**config.mk**
```make
export PLATFORM = sky130hd
export DESIGN_NAME = imem_boot_loader
export DESIGN_NICKNAME = d
export VERILOG_FILES = /design/src/rtl/imem_boot_loader.sv
export SDC_FILE = /design/constraint.sdc
export NUM_CORES = 1
export LEC_CHECK = 0
export BUFFER_PORTS_ARGS = -buffer_cell sky130_fd_sc_hd__buf_2
export CORE_ASPECT_RATIO = 1.75
export CORE_MARGIN = 2
export CORE_UTILIZATION = 50
export CTS_CLUSTER_SIZE = 28
export DETAILED_ROUTE_END_ITERATION = 8
export PLACE_DENSITY = 0.74
export SETUP_SLACK_MARGIN = 0.5
export SYNTH_ARGS = -nofsm -noshare
export SYNTH_HDL_FRONTEND = slang
export SYNTH_SLANG_ARGS = --single-unit
```
**constraint.sdc**
```tcl
create_clock -name clk -period 2.65 [get_ports clk]
set_input_delay 0.3975 -clock clk [delete_from_list [all_inputs] [get_ports clk]]
set_output_delay 0.3975 -clock clk [all_outputs]
set_load 0.02 [all_outputs]
```
**src/rtl/imem_boot_loader.sv**
```systemverilog
// imem_boot_loader: fills IMEM from a length-prefixed byte stream, holding the core in reset until done.
// Optional trailing checksum byte enabled by defining IMEM_BOOT_CSUM_EN.
module imem_boot_loader #(
    parameter int                IMEM_SIZE = 1024,
    parameter int                ADDR_W    = 32,
    parameter logic [ADDR_W-1:0] BASE_ADDR = '0
) (
    input  logic              clk,
    input  logic              rst_n,
    input  logic              start_i,
    input  logic [7:0]        rx_data_i,
    input  logic              rx_valid_i,
    output logic              rx_ready_o,
    output logic              mem_we_o,
    output logic [ADDR_W-1:0] mem_addr_o,
    output logic [7:0]        mem_wdata_o,
    output logic              core_rst_n_o,
    output logic              busy_o,
    output logic              done_o,
    output logic              err_o,
    output logic [ADDR_W-1:0] byte_cnt_o
);
`ifdef IMEM_BOOT_CSUM_EN
    typedef enum logic [2:0] {S_IDLE, S_HDR, S_LOAD, S_CSUM, S_DONE, S_ERR} state_t;
    localparam state_t LAST_NEXT = S_CSUM;
`else
    typedef enum logic [2:0] {S_IDLE, S_HDR, S_LOAD, S_DONE, S_ERR} state_t;
    localparam state_t LAST_NEXT = S_DONE;
`endif
    state_t              state_q, state_d;
    logic [23:0]         hdr_q, hdr_d;
    logic [1:0]          idx_q, idx_d;
    logic [ADDR_W-1:0]   len_q, len_d, cnt_q, cnt_d, addr_q, addr_d, cnt_inc;
    logic [7:0]          wdata_q, wdata_d;
    logic                we_q, we_d, crst_q, hs;
    logic [31:0]         l_full;
`ifdef IMEM_BOOT_CSUM_EN
    logic [7:0]          csum_q, csum_d;
    assign rx_ready_o = state_q inside {S_HDR, S_LOAD, S_CSUM};
`else
    assign rx_ready_o = state_q inside {S_HDR, S_LOAD};
`endif
    assign busy_o       = rx_ready_o;
    assign done_o       = state_q == S_DONE;
    assign err_o        = state_q == S_ERR;
    assign core_rst_n_o = crst_q;
    assign mem_we_o     = we_q;
    assign mem_addr_o   = addr_q;
    assign mem_wdata_o  = wdata_q;
    assign byte_cnt_o   = cnt_q;
    assign hs           = rx_valid_i && rx_ready_o;
    // Header arrives LSB first: the three earlier bytes sit in hdr_q, the 4th is live.
    assign l_full       = {rx_data_i, hdr_q};
    assign cnt_inc      = cnt_q + ADDR_W'(1);

    always_comb begin
        state_d = state_q;
        hdr_d   = hdr_q;
        idx_d   = idx_q;
        len_d   = len_q;
        cnt_d   = cnt_q;
        we_d    = 1'b0;
        addr_d  = addr_q;
        wdata_d = wdata_q;
`ifdef IMEM_BOOT_CSUM_EN
        csum_d  = csum_q;
`endif
        case (state_q)
            S_IDLE, S_ERR: if (start_i) begin
                state_d = S_HDR;
                cnt_d   = '0;
                idx_d   = '0;
`ifdef IMEM_BOOT_CSUM_EN
                csum_d  = '0;
`endif
            end
            S_HDR: if (hs) begin
                idx_d = idx_q + 2'd1;
                hdr_d = {rx_data_i, hdr_q[23:8]};
                if (idx_q == 2'd3) begin
                    len_d   = ADDR_W'(l_full);
                    state_d = (l_full == 32'd0) ? LAST_NEXT :
                              (l_full > 32'(IMEM_SIZE)) ? S_ERR : S_LOAD;
                end
            end
            S_LOAD: if (hs) begin
                we_d    = 1'b1;
                addr_d  = BASE_ADDR + cnt_q;
                wdata_d = rx_data_i;
                cnt_d   = cnt_inc;
`ifdef IMEM_BOOT_CSUM_EN
                csum_d  = csum_q + rx_data_i;
`endif
                if (cnt_inc == len_q) state_d = LAST_NEXT;
            end
`ifdef IMEM_BOOT_CSUM_EN
            S_CSUM: if (hs) state_d = (rx_data_i == csum_q) ? S_DONE : S_ERR;
`endif
            default: ;
        endcase
    end

    always_ff @(posedge clk or negedge rst_n) begin
        if (!rst_n) begin
            state_q <= S_IDLE;
            hdr_q   <= '0;
            idx_q   <= '0;
            len_q   <= '0;
            cnt_q   <= '0;
            we_q    <= 1'b0;
            addr_q  <= '0;
            wdata_q <= '0;
            crst_q  <= 1'b0;
        end else begin
            state_q <= state_d;
            hdr_q   <= hdr_d;
            idx_q   <= idx_d;
            len_q   <= len_d;
            cnt_q   <= cnt_d;
            we_q    <= we_d;
            addr_q  <= addr_d;
            wdata_q <= wdata_d;
            crst_q  <= state_q == S_DONE;
        end
    end

`ifdef IMEM_BOOT_CSUM_EN
    always_ff @(posedge clk or negedge rst_n) begin
        if (!rst_n) csum_q <= '0;
        else        csum_q <= csum_d;
    end
`endif
endmodule
```
==> results.rst, run 1 <==
.. list-table::
   :header-rows: 1

   * - Metric
     - Value
   * - Layout Skew
     - 0.0109 ns
   * - Yosys Warn Count
     - 0
   * - Final period utilization
     - 0.869
   * - Count of buffering cells on the critical path with inverters included
     - 2
   * - Run status
     - completed
   * - Initial DRT Pass Iterations
     - 5
   * - Vias per cell
     - 5.75
   * - Post-layout util
     - 0.634
   * - H-Tree Level Count
     - 4
   * - Pin count of the biggest net entering global routing
     - 85
   * - Vias after detailed routing
     - 5676
   * - Synth top area share
     - 0.495
   * - Area Growth Syn to Fin
     - 24.2%
   * - Most frequently used cell type in the post-synthesis netlist
     - sky130_fd_sc_hd__nand2_1
   * - Endpoint of the lowest-slack register-to-register path
     - state_q[0]
   * - Count of final max-slew check failures
     - 0
   * - Register-to-Register Setup Slack
     - 0.35 ns
   * - Setup repair after global routing missed its margin
     - yes
   * - Slew Limit Headroom
     - 0.488
   * - Grt met3 use
     - 0.0364
   * - Reported max-cap violation count
     - 0
   * - Delay of the slowest critical-path stage
     - 0.48 ns
   * - Net count after synthesis
     - 700
   * - Distinct cells, synth
     - 64
   * - Met1 Track Usage GR
     - 0.319
   * - Total of flip-flops plus latches after synthesis
     - 135
   * - Async set or reset register ratio after synthesis
     - 1.00
   * - Die Width
     - 92.3 um
   * - Remaining antenna violation count after routing
     - 0
   * - Maximum count of clock buffers along a single path
     - 2
   * - Type of the worst setup path
     - reg2reg
   * - Clock-pin slew reported for the worst setup and hold paths after clock tree synthesis
     - 0.06 ns
   * - Number of inserted diodes
     - 0
   * - First-pass GRT wire length
     - 30.3 mm
   * - Antenna violations before repair
     - 0
   * - Die Area
     - 14600 um^2
   * - Routed wire per std cell
     - 18.9 um
   * - Top cells by area, synth
     - sky130_fd_sc_hd__dfrtp_1 49%, sky130_fd_sc_hd__mux2_2 9.4%, sky130_fd_sc_hd__nand2_1 8.0%, sky130_fd_sc_hd__o21ai_0 3.4%, sky130_fd_sc_hd__xnor2_1 3.2%
   * - Clock sink total
     - 135
   * - Clock latency of the later-clocked register in the worst-skew pair
     - 0.42 ns
   * - Max Clock Freq
     - 0.434 GHz
   * - Number of clock buffers inserted by TritonCTS
     - 17
   * - Hold bufs inserted after CTS
     - 0
   * - Vias in the first global route
     - 5748
   * - Path type of the worst min-delay path
     - in2async
   * - Critical path required time
     - 2.97 ns
   * - Nets
     - 814
   * - Prevailing post-synth register cell
     - sky130_fd_sc_hd__dfrtp_1
   * - Ratio of cells with drive above 1 in the final layout
     - 0.348
   * - Synthesized netlist cell count
     - 686
   * - Clock period minus final worst setup slack
     - 2.30 ns
   * - Routed wire length
     - 18.6 mm
   * - Setup crit start kind
     - flop
   * - Met2 routing resource usage after global routing
     - 0.476
   * - Final setup violation count
     - 0
   * - Core region area
     - 13400 um^2
   * - Busiest layer in global routing
     - met2
   * - Path depth of the worst reg2reg path
     - 8
   * - Num ports
     - 90
   * - All-Layer GR Usage
     - 0.268
   * - # rows
     - 56
   * - Hold Slack
     - 0.0417 ns
   * - Leak
     - 4.08 nW
   * - Clock root cell
     - sky130_fd_sc_hd__clkbuf_16
   * - Final hold violations
     - 0
   * - Top cell type by total area after synthesis
     - sky130_fd_sc_hd__dfrtp_1
   * - Violation count after the first detailed-routing iteration
     - 416
   * - Critical-path top delay cell
     - sky130_fd_sc_hd__dfrtp_1
   * - Category of the worst setup path capture point
     - flop
   * - Most used standard cells in the synthesized netlist
     - 145 x sky130_fd_sc_hd__nand2_1, 135 x sky130_fd_sc_hd__dfrtp_1, 57 x sky130_fd_sc_hd__mux2_2
   * - Actual transition at the worst max-transition pin
     - 0.768 ns
   * - Die height
     - 159 um
   * - Weighted congestion at the end of routability-driven global placement
     - 0.921
   * - Highest fanout seen on the critical path
     - 8
   * - Average instance area after synthesis
     - 9.95 um^2
   * - Worst voltage drop across the vdd grid
     - 584 uV
   * - Beginning of the worst register-to-register path
     - byte_cnt_o[4]
   * - Count of port buffers added during placement
     - 89
   * - Critical path, cell by cell
     - buf_4 -> inv_1 -> nor4_1 -> o21a_1 -> o21ai_0 -> a2111oi_2 -> nand4_1 -> o41ai_2
   * - Combined area of all synthesized cells
     - 6830 um^2
   * - Power density of the placed cells
     - 830 nW/um^2
   * - Number of enable flip-flop cells after synthesis
     - 0
   * - Arr. time, crit path
     - 2.62 ns
   * - Sequential share of the synthesized area
     - 0.495
   * - # DRC
     - 0
   * - Top Family by Delay on Critical Path
     - compound AO/OA/AOI/OAI gates
   * - Effective utilization at floorplan
     - 0.510
   * - GR Overflow Total
     - 0
   * - CTS tree
     - yes
   * - Total half-perimeter wirelength after legalization and detailed placement
     - 13.2 mm
   * - Final sum of negative setup slack
     - 0 ns
==> placed cells by master, fill, tap and decap left out, types with 3 or more instances in the layout <==
master                       instances
sky130_fd_sc_hd__a21o_1              6
sky130_fd_sc_hd__a21oi_1            10
sky130_fd_sc_hd__a22o_1              5
sky130_fd_sc_hd__a31oi_1            11
sky130_fd_sc_hd__and2_1              4
sky130_fd_sc_hd__and3_1              5
sky130_fd_sc_hd__and4_1              6
sky130_fd_sc_hd__buf_12              3
sky130_fd_sc_hd__buf_2              88
sky130_fd_sc_hd__buf_4              48
sky130_fd_sc_hd__buf_6               5
sky130_fd_sc_hd__clkbuf_16          17
sky130_fd_sc_hd__clkinvlp_4          4
sky130_fd_sc_hd__dfrtp_1           122
sky130_fd_sc_hd__dfrtp_2            13
sky130_fd_sc_hd__inv_1               7
sky130_fd_sc_hd__inv_6               5
sky130_fd_sc_hd__mux2_2             57
sky130_fd_sc_hd__mux2i_1             4
sky130_fd_sc_hd__nand2_1           144
sky130_fd_sc_hd__nand2b_1            4
sky130_fd_sc_hd__nand3_1            13
sky130_fd_sc_hd__nand4_1            17
sky130_fd_sc_hd__nand4_4             3
sky130_fd_sc_hd__nor2_1             27
sky130_fd_sc_hd__nor3_1              7
sky130_fd_sc_hd__nor3_2              3
sky130_fd_sc_hd__nor3_4              3
sky130_fd_sc_hd__nor4_1              9
sky130_fd_sc_hd__nor4_2              4
sky130_fd_sc_hd__nor4_4              3
sky130_fd_sc_hd__o21ai_0            46
sky130_fd_sc_hd__o21bai_1            3
sky130_fd_sc_hd__o31ai_1            10
sky130_fd_sc_hd__o41ai_1             4
sky130_fd_sc_hd__xnor2_1            25
sky130_fd_sc_hd__xor2_1             15
==> metrics by stage <==
| stage | std cells | worst slack (ns) | instance area [um^2] | total power (W) |
|---|---|---|---|---|
| final | 987 | 0.347 | 8480 | 0.00704 |
| after global routing | 987 | 0.239 | 8480 | 0.00741 |
| after CTS | 983 | 0.369 | 8400 | 0.00706 |
| after detailed placement | 940 | 0.142 | 7650 | 0.00482 |
| after global placement | 940 | 0.216 | 7650 | 0.00474 |
| after floorplan | 686 | 0.390 | 6890 | 0.00422 |
==> area by class of cell <==
type                       count  area, um^2
sequential                   135        3390
clock buffer                  19         443
multi-input combinational    494        3370
tap                          174         218
clock inverter                13         110
timing repair buffer         144         917
inverter                       8        30.0
fill                        1125        4900
==> cells by family after synthesis <==
group,after synthesis,synth area share
AND/OR/NAND/NOR,274,0.201
XOR/XNOR,40,0.0513
AO/OA/AOI/OAI,115,0.109
multiplexers,61,0.0999
buffers and inverters,57,0.0368
flip-flops,135,0.495
adder cells (fa/ha/maj),4,0.00660
==> state kept, by name (all words and copies together) (netlist names) <==
signal	flops
state_q	3
mem_we_o	1
byte_cnt_o	32
core_rst_n_o	1
len_q	32
mem_wdata_o	8
idx_q	2
hdr_q	24
mem_addr_o	32
==> layer usage <==
metal	wire length, um	vias up	share of wire
li1	-	2656	-
met1	7380	2815	0.40
met2	9930	157	0.53
met3	595	48	0.032
met4	729	0	0.039
met5	0	-	0
==> where the power goes <==
part | total [W] | switching [W] | internal (W)
Combinational | 0.00176 | 0.000833 | 0.000925
Sequential | 0.00309 | 0.000538 | 0.00255
Clock | 0.00220 | 0.000950 | 0.00125
Total | 0.00704 | 0.00232 | 0.00472
==> how the worst max path moves through the flow <==
stage	startpoint	end	slack [ns]	cells past startpoint
2_1_floorplan	byte_cnt_o[1]	state_q[0]	0.39	9
3_3_place_gp	byte_cnt_o[1]	state_q[0]	0.22	8
3_5_place_dp	rx_data_i[5]	state_q[0]	0.14	8
4_1_cts	byte_cnt_o[5]	state_q[0]	0.37	8
5_1_grt	hdr_q[23]	state_q[0]	0.24	7
6_report	byte_cnt_o[4]	state_q[0]	0.35	8
==> what timing repair did <==
action / 4_1_cts / 5_1_grt
buffers inserted: 11 / 4
setup endpoints to repair: 2 / 4
hold endpoints to repair: 0 / 0
gates resized for setup: 28 / 12
pin swaps: 7 / 5
No activity file was read; power rests on OpenSTA's default activity.
==> inputs of run 2 (changes only) <==
--- a/config.mk
+++ b/config.mk
@@ -8,11 +8,11 @@
 export BUFFER_PORTS_ARGS = -buffer_cell sky130_fd_sc_hd__buf_2
 export CORE_ASPECT_RATIO = 1.75
 export CORE_MARGIN = 2
-export CORE_UTILIZATION = 50
+export CORE_UTILIZATION = 40
 export CTS_CLUSTER_SIZE = 28
 export DETAILED_ROUTE_END_ITERATION = 8
-export PLACE_DENSITY = 0.74
-export SETUP_SLACK_MARGIN = 0.5
+export PLACE_DENSITY = 0.62
+export SLEW_MARGIN = 20
 export SYNTH_ARGS = -nofsm -noshare
 export SYNTH_HDL_FRONTEND = slang
 export SYNTH_SLANG_ARGS = --single-unit
==> results.rst, run 2 (synthesis results as in run 1) <==
.. list-table::
   :header-rows: 1

   * - Metric
     - Value
   * - Critical-path top delay cell
     - sky130_fd_sc_hd__dfrtp_1 (unchanged)
   * - Actual transition at the worst max-transition pin
     - 0.494 ns (was 0.768 ns)
   * - Post-CTS Setup Bufs
     - 0 (was 11)
   * - Most frequent cells in the layout
     - 145 x sky130_fd_sc_hd__nand2_1, 134 x sky130_fd_sc_hd__dfrtp_1, 88 x sky130_fd_sc_hd__buf_2, 57 x sky130_fd_sc_hd__mux2_2, 46 x sky130_fd_sc_hd__o21ai_0 (was 144 x sky130_fd_sc_hd__nand2_1, 122 x sky130_fd_sc_hd__dfrtp_1, 88 x sky130_fd_sc_hd__buf_2, 57 x sky130_fd_sc_hd__mux2_2, 48 x sky130_fd_sc_hd__buf_4)
   * - Met2 routing resource usage after global routing
     - 0.373 (was 0.476)
   * - Met1 Track Usage GR
     - 0.257 (was 0.319)
   * - Maximum count of clock buffers along a single path
     - 2 (unchanged)
   * - Leading cell type in the layout, fill and taps excluded
     - sky130_fd_sc_hd__nand2_1 (unchanged)
   * - Pin count of the biggest net entering global routing
     - 87 (was 85)
   * - Net switching power of the design
     - 0.00231 W (was 0.00232 W)
   * - Area Growth Syn to Fin
     - 22.7% (was 24.2%)
   * - Path type of the worst min-delay path
     - in2reg (was in2async)
   * - # rows
     - 63 (was 56)
   * - All-Layer GR Usage
     - 0.217 (was 0.268)
   * - Violation count after the first detailed-routing iteration
     - 227 (was 416)
   * - Beginning of the worst register-to-register path
     - byte_cnt_o[8] (was byte_cnt_o[4])
   * - Area occupied by multi-input gates
     - 3240 um^2 (was 3370 um^2)
   * - Reported max-cap violation count
     - 0 (unchanged)
   * - Endpoint of the lowest-slack register-to-register path
     - state_q[0] (unchanged)
   * - Grt met3 use
     - 0.0324 (was 0.0364)
   * - Core region area
     - 16900 um^2 (was 13400 um^2)
   * - Vias in the first global route
     - 5554 (was 5748)
   * - Routed wire length
     - 18.5 mm (was 18.6 mm)
   * - Clock latency of the later-clocked register in the worst-skew pair
     - 0.42 ns (about the same)
   * - Number of clock buffers inserted by TritonCTS
     - 17 (unchanged)
   * - Vias per cell
     - 5.43 (was 5.75)
   * - CTS tree
     - yes (unchanged)
   * - Critical path required time
     - 2.98 ns (was 2.97 ns)
   * - Register cell area after layout
     - 3380 um^2 (was 3390 um^2)
   * - Final period utilization
     - 0.939 (was 0.869)
   * - First-pass GRT wire length
     - 30.0 mm (was 30.3 mm)
   * - Num ports
     - 90 (unchanged)
   * - Highest fanout seen on the critical path
     - 8 (unchanged)
   * - Remaining antenna violation count after routing
     - 0 (unchanged)
   * - Final setup violation count
     - 0 (unchanged)
   * - Ratio of cells with drive above 1 in the final layout
     - 0.311 (was 0.348)
   * - Non-Filler Instances
     - 1031 (was 987)
   * - # DRC
     - 0 (unchanged)
   * - Sequential share of power
     - 0.425 (was 0.439)
   * - Vias after detailed routing
     - 5600 (was 5676)
   * - Count of buffering cells on the critical path with inverters included
     - 1 (was 2)
   * - Worst voltage drop across the vdd grid
     - 465 uV (was 584 uV)
   * - Register-to-Register Setup Slack
     - 0.16 ns (was 0.35 ns)
   * - Run status
     - completed (unchanged)
   * - Post-layout util
     - 0.496 (was 0.634)
   * - Cell-internal power
     - 0.00489 W (was 0.00472 W)
   * - Depth of the worst hold-timing path
     - 3
   * - H-Tree Level Count
     - 4 (unchanged)
   * - Antenna violations before repair
     - 0 (unchanged)
   * - Category of the worst setup path capture point
     - flop (unchanged)
   * - Initial DRT Pass Iterations
     - 5 (unchanged)
   * - Slew Limit Headroom
     - 0.670 (was 0.488)
   * - Nets
     - 805 (was 814)
   * - Switching share of power
     - 0.320 (was 0.330)
   * - End point of the most critical hold path
     - mem_wdata_o[2]
   * - Type of the worst setup path
     - reg2reg (unchanged)
   * - Routed wire per std cell
     - 17.9 um (was 18.9 um)
   * - Layout Skew
     - 0.0115 ns (was 0.0109 ns)
   * - Die Area
     - 18200 um^2 (was 14600 um^2)
   * - Setup crit start kind
     - flop (unchanged)
   * - Number of fill cells
     - 1607 (was 1125)
   * - Top Family by Delay on Critical Path
     - simple AND/OR/NAND/NOR gates (was compound AO/OA/AOI/OAI gates)
   * - Comb pwr share
     - 0.240 (was 0.250)
   * - Die Width
     - 103 um (was 92.3 um)
   * - Path depth of the worst reg2reg path
     - 8 (unchanged)
   * - Arr. time, crit path
     - 2.81 ns (was 2.62 ns)
   * - Power density of the placed cells
     - 860 nW/um^2 (was 830 nW/um^2)
   * - Count of port buffers added during placement
     - 89 (unchanged)
   * - Weighted congestion at the end of routability-driven global placement
     - 0.937 (was 0.921)
   * - Effective utilization at floorplan
     - 0.405 (was 0.510)
   * - Clock network power share
     - 0.335 (was 0.312)
   * - Cell repeated most along the worst path
     - sky130_fd_sc_hd__nand4_1
   * - Clock-pin slew reported for the worst setup and hold paths after clock tree synthesis
     - 0.07 ns (was 0.06 ns)
   * - Placed Instances
     - 998 (was 940)
   * - Clock period minus final worst setup slack
     - 2.49 ns (was 2.30 ns)
   * - Clock root cell
     - sky130_fd_sc_hd__clkbuf_16 (unchanged)
   * - Delay of the slowest critical-path stage
     - 0.49 ns (was 0.48 ns)
   * - Max Clock Freq
     - 0.402 GHz (was 0.434 GHz)
   * - GR Overflow Total
     - 0 (unchanged)
   * - Leak
     - 4.00 nW (was 4.08 nW)
   * - Die height
     - 177 um (was 159 um)
   * - Count of final max-slew check failures
     - 0 (unchanged)
   * - Final hold violations
     - 0 (unchanged)
   * - Number of inserted diodes
     - 0 (unchanged)
   * - Worst Hold Launch
     - rx_data_i[2]
   * - Total half-perimeter wirelength after legalization and detailed placement
     - 13.3 mm (was 13.2 mm)
   * - Busiest layer in global routing
     - met2 (unchanged)
   * - Critical path, cell by cell
     - nand4_1 -> nor4_4 -> buf_4 -> nand4_1 -> xnor2_1 -> a2111oi_1 -> nand4_1 -> o41ai_2 (was buf_4 -> inv_1 -> nor4_1 -> o21a_1 -> o21ai_0 -> a2111oi_2 -> nand4_1 -> o41ai_2)
   * - Clock sink total
     - 135 (unchanged)
[run 2: worst max-delay path by stage]
stage                         startpoint    endpoint  cells past startpoint
after floorplan            byte_cnt_o[1]  state_q[0]                      9
after global placement     byte_cnt_o[7]  state_q[0]                      8
after detailed placement   byte_cnt_o[7]  state_q[0]                      8
after CTS                  byte_cnt_o[0]  state_q[0]                      8
after global routing      byte_cnt_o[10]  state_q[0]                      8
final                      byte_cnt_o[8]  state_q[0]                      8
[run 2: layout make-up]
cell class              instances  share of cell area
clock buffers                  18              0.0524
clock inverters                14              0.0194
inverters                       8             0.00359
multi-input cells             494               0.387
flip-flops and latches        135               0.404
well taps                     227              0.0339
repair buffers                135               0.100
[run 2: worst register-to-register path: stages, from the launching register on]
cell	delay, ns
sky130_fd_sc_hd__dfrtp_1	0.49
sky130_fd_sc_hd__nand4_1	0.30
sky130_fd_sc_hd__nor4_4	0.38
sky130_fd_sc_hd__buf_4	0.19
sky130_fd_sc_hd__nand4_1	0.14
sky130_fd_sc_hd__xnor2_1	0.19
sky130_fd_sc_hd__a2111oi_1	0.34
sky130_fd_sc_hd__nand4_1	0.18
sky130_fd_sc_hd__o41ai_2	0.21
[run 2: layer usage]
layer  share of wire  vias up
met2            0.54      161
met4           0.045        0
met3           0.037       43
li1                -     2638
met5               0        -
met1            0.38     2758
[run 2: through the flow]
step / setup slack [ns] / TNS (ns) / instance area [um^2] / power [W] / hold WS [ns]
global route: -0.0474 / -0.0474 / 8370 / 0.00759 / 0.252
detailed placement: 0.0903 / 0 / 7720 / 0.00482 / 0.381
global placement: 0.180 / 0 / 7720 / 0.00476 / 0.378
finish: 0.161 / 0 / 8370 / 0.00720 / 0.249
CTS: 0.0782 / 0 / 8330 / 0.00727 / 0.243
floorplan: 0.0671 / 0 / 6830 / 0.00421 / 0.102
[run 2: what timing repair did]
action	4_1_cts	5_1_grt
endpoints found under the setup margin	0	1
endpoints found under the hold margin	50	0
resized for setup	0	11
hold buffers	1	0
[run 2: power groups by stage]
stage / Combinational [W] / Clock, W / Sequential, W
after floorplan: 0.00130 / 0 / 0.00291
after global placement: 0.00169 / 0 / 0.00307
after detailed placement: 0.00173 / 0 / 0.00309
after CTS: 0.00174 / 0.00247 / 0.00306
after global routing: 0.00189 / 0.00256 / 0.00313
final: 0.00173 / 0.00241 / 0.00306
==> inputs of run 3 (changes only) <==
--- a/config.mk
+++ b/config.mk
@@ -6,12 +6,15 @@
 export NUM_CORES = 1
 export LEC_CHECK = 0
 export BUFFER_PORTS_ARGS = -buffer_cell sky130_fd_sc_hd__buf_2
+export CELL_PAD_IN_SITES_DETAIL_PLACEMENT = 1
+export CELL_PAD_IN_SITES_GLOBAL_PLACEMENT = 1
 export CORE_ASPECT_RATIO = 1.75
 export CORE_MARGIN = 2
 export CORE_UTILIZATION = 40
 export CTS_CLUSTER_SIZE = 28
 export DETAILED_ROUTE_END_ITERATION = 8
-export PLACE_DENSITY = 0.62
+export PLACE_DENSITY = 0.75
+export REMOVE_ABC_BUFFERS = 1
 export SLEW_MARGIN = 20
 export SYNTH_ARGS = -nofsm -noshare
 export SYNTH_HDL_FRONTEND = slang
==> constraint.sdc (replaced) <==
create_clock -name clk -period 3.1 [get_ports clk]
set_input_delay 0.465 -clock clk [delete_from_list [all_inputs] [get_ports clk]]
set_output_delay 0.465 -clock clk [all_outputs]
set_load 0.02 [all_outputs]
==> results.rst, run 3 (synthesis results as in run 1) <==
.. list-table::
   :header-rows: 1

   * - Metric
     - Value
   * - Count of port buffers added during placement
     - 89 (unchanged)
   * - Placed Instances
     - 971 (was 998)
   * - Final hold violations
     - 0 (unchanged)
   * - Antenna violations before repair
     - 0 (unchanged)
   * - Maximum count of clock buffers along a single path
     - 2 (unchanged)
   * - Routed wire length
     - 20.6 mm (was 18.5 mm)
   * - Clock period minus final worst setup slack
     - 2.78 ns (was 2.49 ns)
   * - Violation count after the first detailed-routing iteration
     - 242 (was 227)
   * - Non-Filler Instances
     - 1002 (was 1031)
   * - Critical path required time
     - 3.44 ns (was 2.98 ns)
   * - Num ports
     - 90 (unchanged)
   * - Setup crit start kind
     - flop (unchanged)
   * - Layout Skew
     - 0.0142 ns (was 0.0115 ns)
   * - Remaining antenna violation count after routing
     - 0 (unchanged)
   * - # rows
     - 63 (unchanged)
   * - Reported max-cap violation count
     - 0 (unchanged)
   * - Initial DRT Pass Iterations
     - 4 (was 5)
   * - # DRC
     - 0 (unchanged)
   * - GR Overflow Total
     - 0 (unchanged)
   * - Die height
     - 177 um (unchanged)
   * - Die Area
     - 18200 um^2 (unchanged)
   * - Slew Limit Headroom
     - 0.587 (was 0.670)
   * - Type of the worst setup path
     - reg2reg (unchanged)
   * - Arr. time, crit path
     - 3.12 ns (was 2.81 ns)
   * - Total half-perimeter wirelength after legalization and detailed placement
     - 14.8 mm (was 13.3 mm)
   * - Number of inserted diodes
     - 0 (unchanged)
   * - Highest fanout seen on the critical path
     - 13 (was 8)
   * - Vias per cell
     - 5.53 (was 5.43)
   * - Power density of the placed cells
     - 752 nW/um^2 (was 860 nW/um^2)
   * - CTS tree
     - yes (unchanged)
   * - Path type of the worst min-delay path
     - in2async (was in2reg)
   * - Core region area
     - 16900 um^2 (unchanged)
   * - Most frequent cells in the layout
     - 145 x sky130_fd_sc_hd__nand2_1, 134 x sky130_fd_sc_hd__dfrtp_1, 88 x sky130_fd_sc_hd__buf_2, 57 x sky130_fd_sc_hd__mux2_2, 46 x sky130_fd_sc_hd__o21ai_0 (unchanged)
   * - Clock sink total
     - 135 (unchanged)
   * - Area Growth Syn to Fin
     - 18.5% (was 22.7%)
   * - Number of clock buffers inserted by TritonCTS
     - 17 (unchanged)
   * - Nets
     - 777 (was 805)
   * - Leading cell type in the layout, fill and taps excluded
     - sky130_fd_sc_hd__nand2_1 (unchanged)
   * - Clock latency of the later-clocked register in the worst-skew pair
     - 0.44 ns (was 0.42 ns)
   * - Routed wire per std cell
     - 20.6 um (was 17.9 um)
   * - Final Power
     - 0.00609 W (was 0.00720 W)
   * - Max Clock Freq
     - 0.360 GHz (was 0.402 GHz)
   * - Final setup violation count
     - 0 (unchanged)
   * - Die Width
     - 103 um (unchanged)
   * - Setup repair after global routing missed its margin
     - no
   * - Final period utilization
     - 0.897 (was 0.939)
   * - Pin count of the biggest net entering global routing
     - 63 (was 87)
   * - Leak
     - 3.84 nW (was 4.00 nW)
   * - Post-CTS Setup Bufs
     - 0 (unchanged)
   * - Worst voltage drop across the vdd grid
     - 324 uV (was 465 uV)
   * - All-Layer GR Usage
     - 0.238 (was 0.217)
   * - Actual transition at the worst max-transition pin
     - 0.620 ns (was 0.494 ns)
   * - Run status
     - completed (unchanged)
   * - Vias after detailed routing
     - 5543 (was 5600)
   * - First-pass GRT wire length
     - 32.6 mm (was 30.0 mm)
   * - Clock root cell
     - sky130_fd_sc_hd__clkbuf_16 (unchanged)
   * - Ratio of cells with drive above 1 in the final layout
     - 0.280 (was 0.311)
   * - Clock-pin slew reported for the worst setup and hold paths after clock tree synthesis
     - 0.06 ns (was 0.07 ns)
   * - H-Tree Level Count
     - 4 (unchanged)
   * - Weighted congestion at the end of routability-driven global placement
     - 0.991 (was 0.937)
   * - Final sum of negative setup slack
     - 0 ns (unchanged)
   * - Count of final max-slew check failures
     - 0 (unchanged)
   * - Effective utilization at floorplan
     - 0.405 (unchanged)
   * - Category of the worst setup path capture point
     - flop (unchanged)
   * - Vias in the first global route
     - 5865 (was 5554)
==> run 3: cell types whose count changed in the layout (fill, tap and decap cells not counted), sizes merged <==
| cell | before | now |
|---|---|---|
| inv | 14 | 13 |
| clkinv | 4 | 5 |
| bufinv | 2 | 1 |
| buf | 134 | 107 |
| dlygate4sd3 | 1 | 0 |
| clkinvlp | 2 | 3 |
| clkbuf | 18 | 17 |
==> run 3: worst paths after layout <==
kind	from	end	slack, ns	depth (start not counted)
setup / recovery	byte_cnt_o[4]	state_q[0]	0.32	7
hold / removal	rst_n	idx_q[1]	0.02	1
setup reg to reg	byte_cnt_o[4]	state_q[0]	0.32	7
hold reg to reg	mem_addr_o[29]	mem_addr_o[29]	0.47	2
max in group asynchronous	rst_n	byte_cnt_o[5]	2.26	2
min in group clk	rx_data_i[5]	mem_wdata_o[5]	0.28	3
==> run 3: layout make-up <==
type / instances / area (um^2)
fillers: 1945 / 8780
flip-flops and latches: 135 / 3380
multi-input cells: 494 / 3210
repair buffers: 107 / 624
clock buffers: 17 / 425
well taps: 227 / 284
clock inverters: 14 / 140
inverters: 8 / 30.0
==> run 3: per-stage QoR <==
stage / area (um^2) / worst slack (ns) / hold slack [ns] / utilization
finish: 8090 / 0.321 / 0.0156 / 0.480
detailed placement: 7520 / 0.300 / 0.457 / 0.446
floorplan: 6610 / 0.286 / 0.169 / -
CTS: 8080 / 0.291 / 0.0327 / 0.479
global route: 8090 / 0.0214 / 0.0554 / 0.480
global placement: 7520 / 0.457 / 0.452 / 0.446
==> run 3: timing repair <==
action	4_1_cts	5_1_grt
endpoints found under the hold margin	0	0
hold buffers	0	0
gates resized for setup	0	2
endpoints found under the setup margin	0	1
==> run 3: routing by layer <==
metal  track usage  vias up  share of wire
met5             0        -              0
met1         0.272     2799           0.39
met2         0.420      120           0.55
met4         0.111        0          0.034
met3        0.0434       46          0.032
li1              -     2578              -
==> run 3: power by group <==
group          internal (W)  switching [W]  total (W)  leakage [nW]
logic              0.000755       0.000688    0.00144          1.81
clock network       0.00112       0.000853    0.00197         0.267
registers           0.00218       0.000497    0.00267          1.76
total               0.00405        0.00204    0.00609          3.84
==> run 3: worst max-delay path, stage by stage (launching register included) <==
cell and delay [ns]:
sky130_fd_sc_hd__dfrtp_1 0.61, sky130_fd_sc_hd__nand4_2 0.36, sky130_fd_sc_hd__nor4_1 0.64, sky130_fd_sc_hd__xnor2_1 0.19, sky130_fd_sc_hd__nand4_1 0.20, sky130_fd_sc_hd__nor4_2 0.30
sky130_fd_sc_hd__nand4_1 0.16, sky130_fd_sc_hd__o41ai_2 0.23
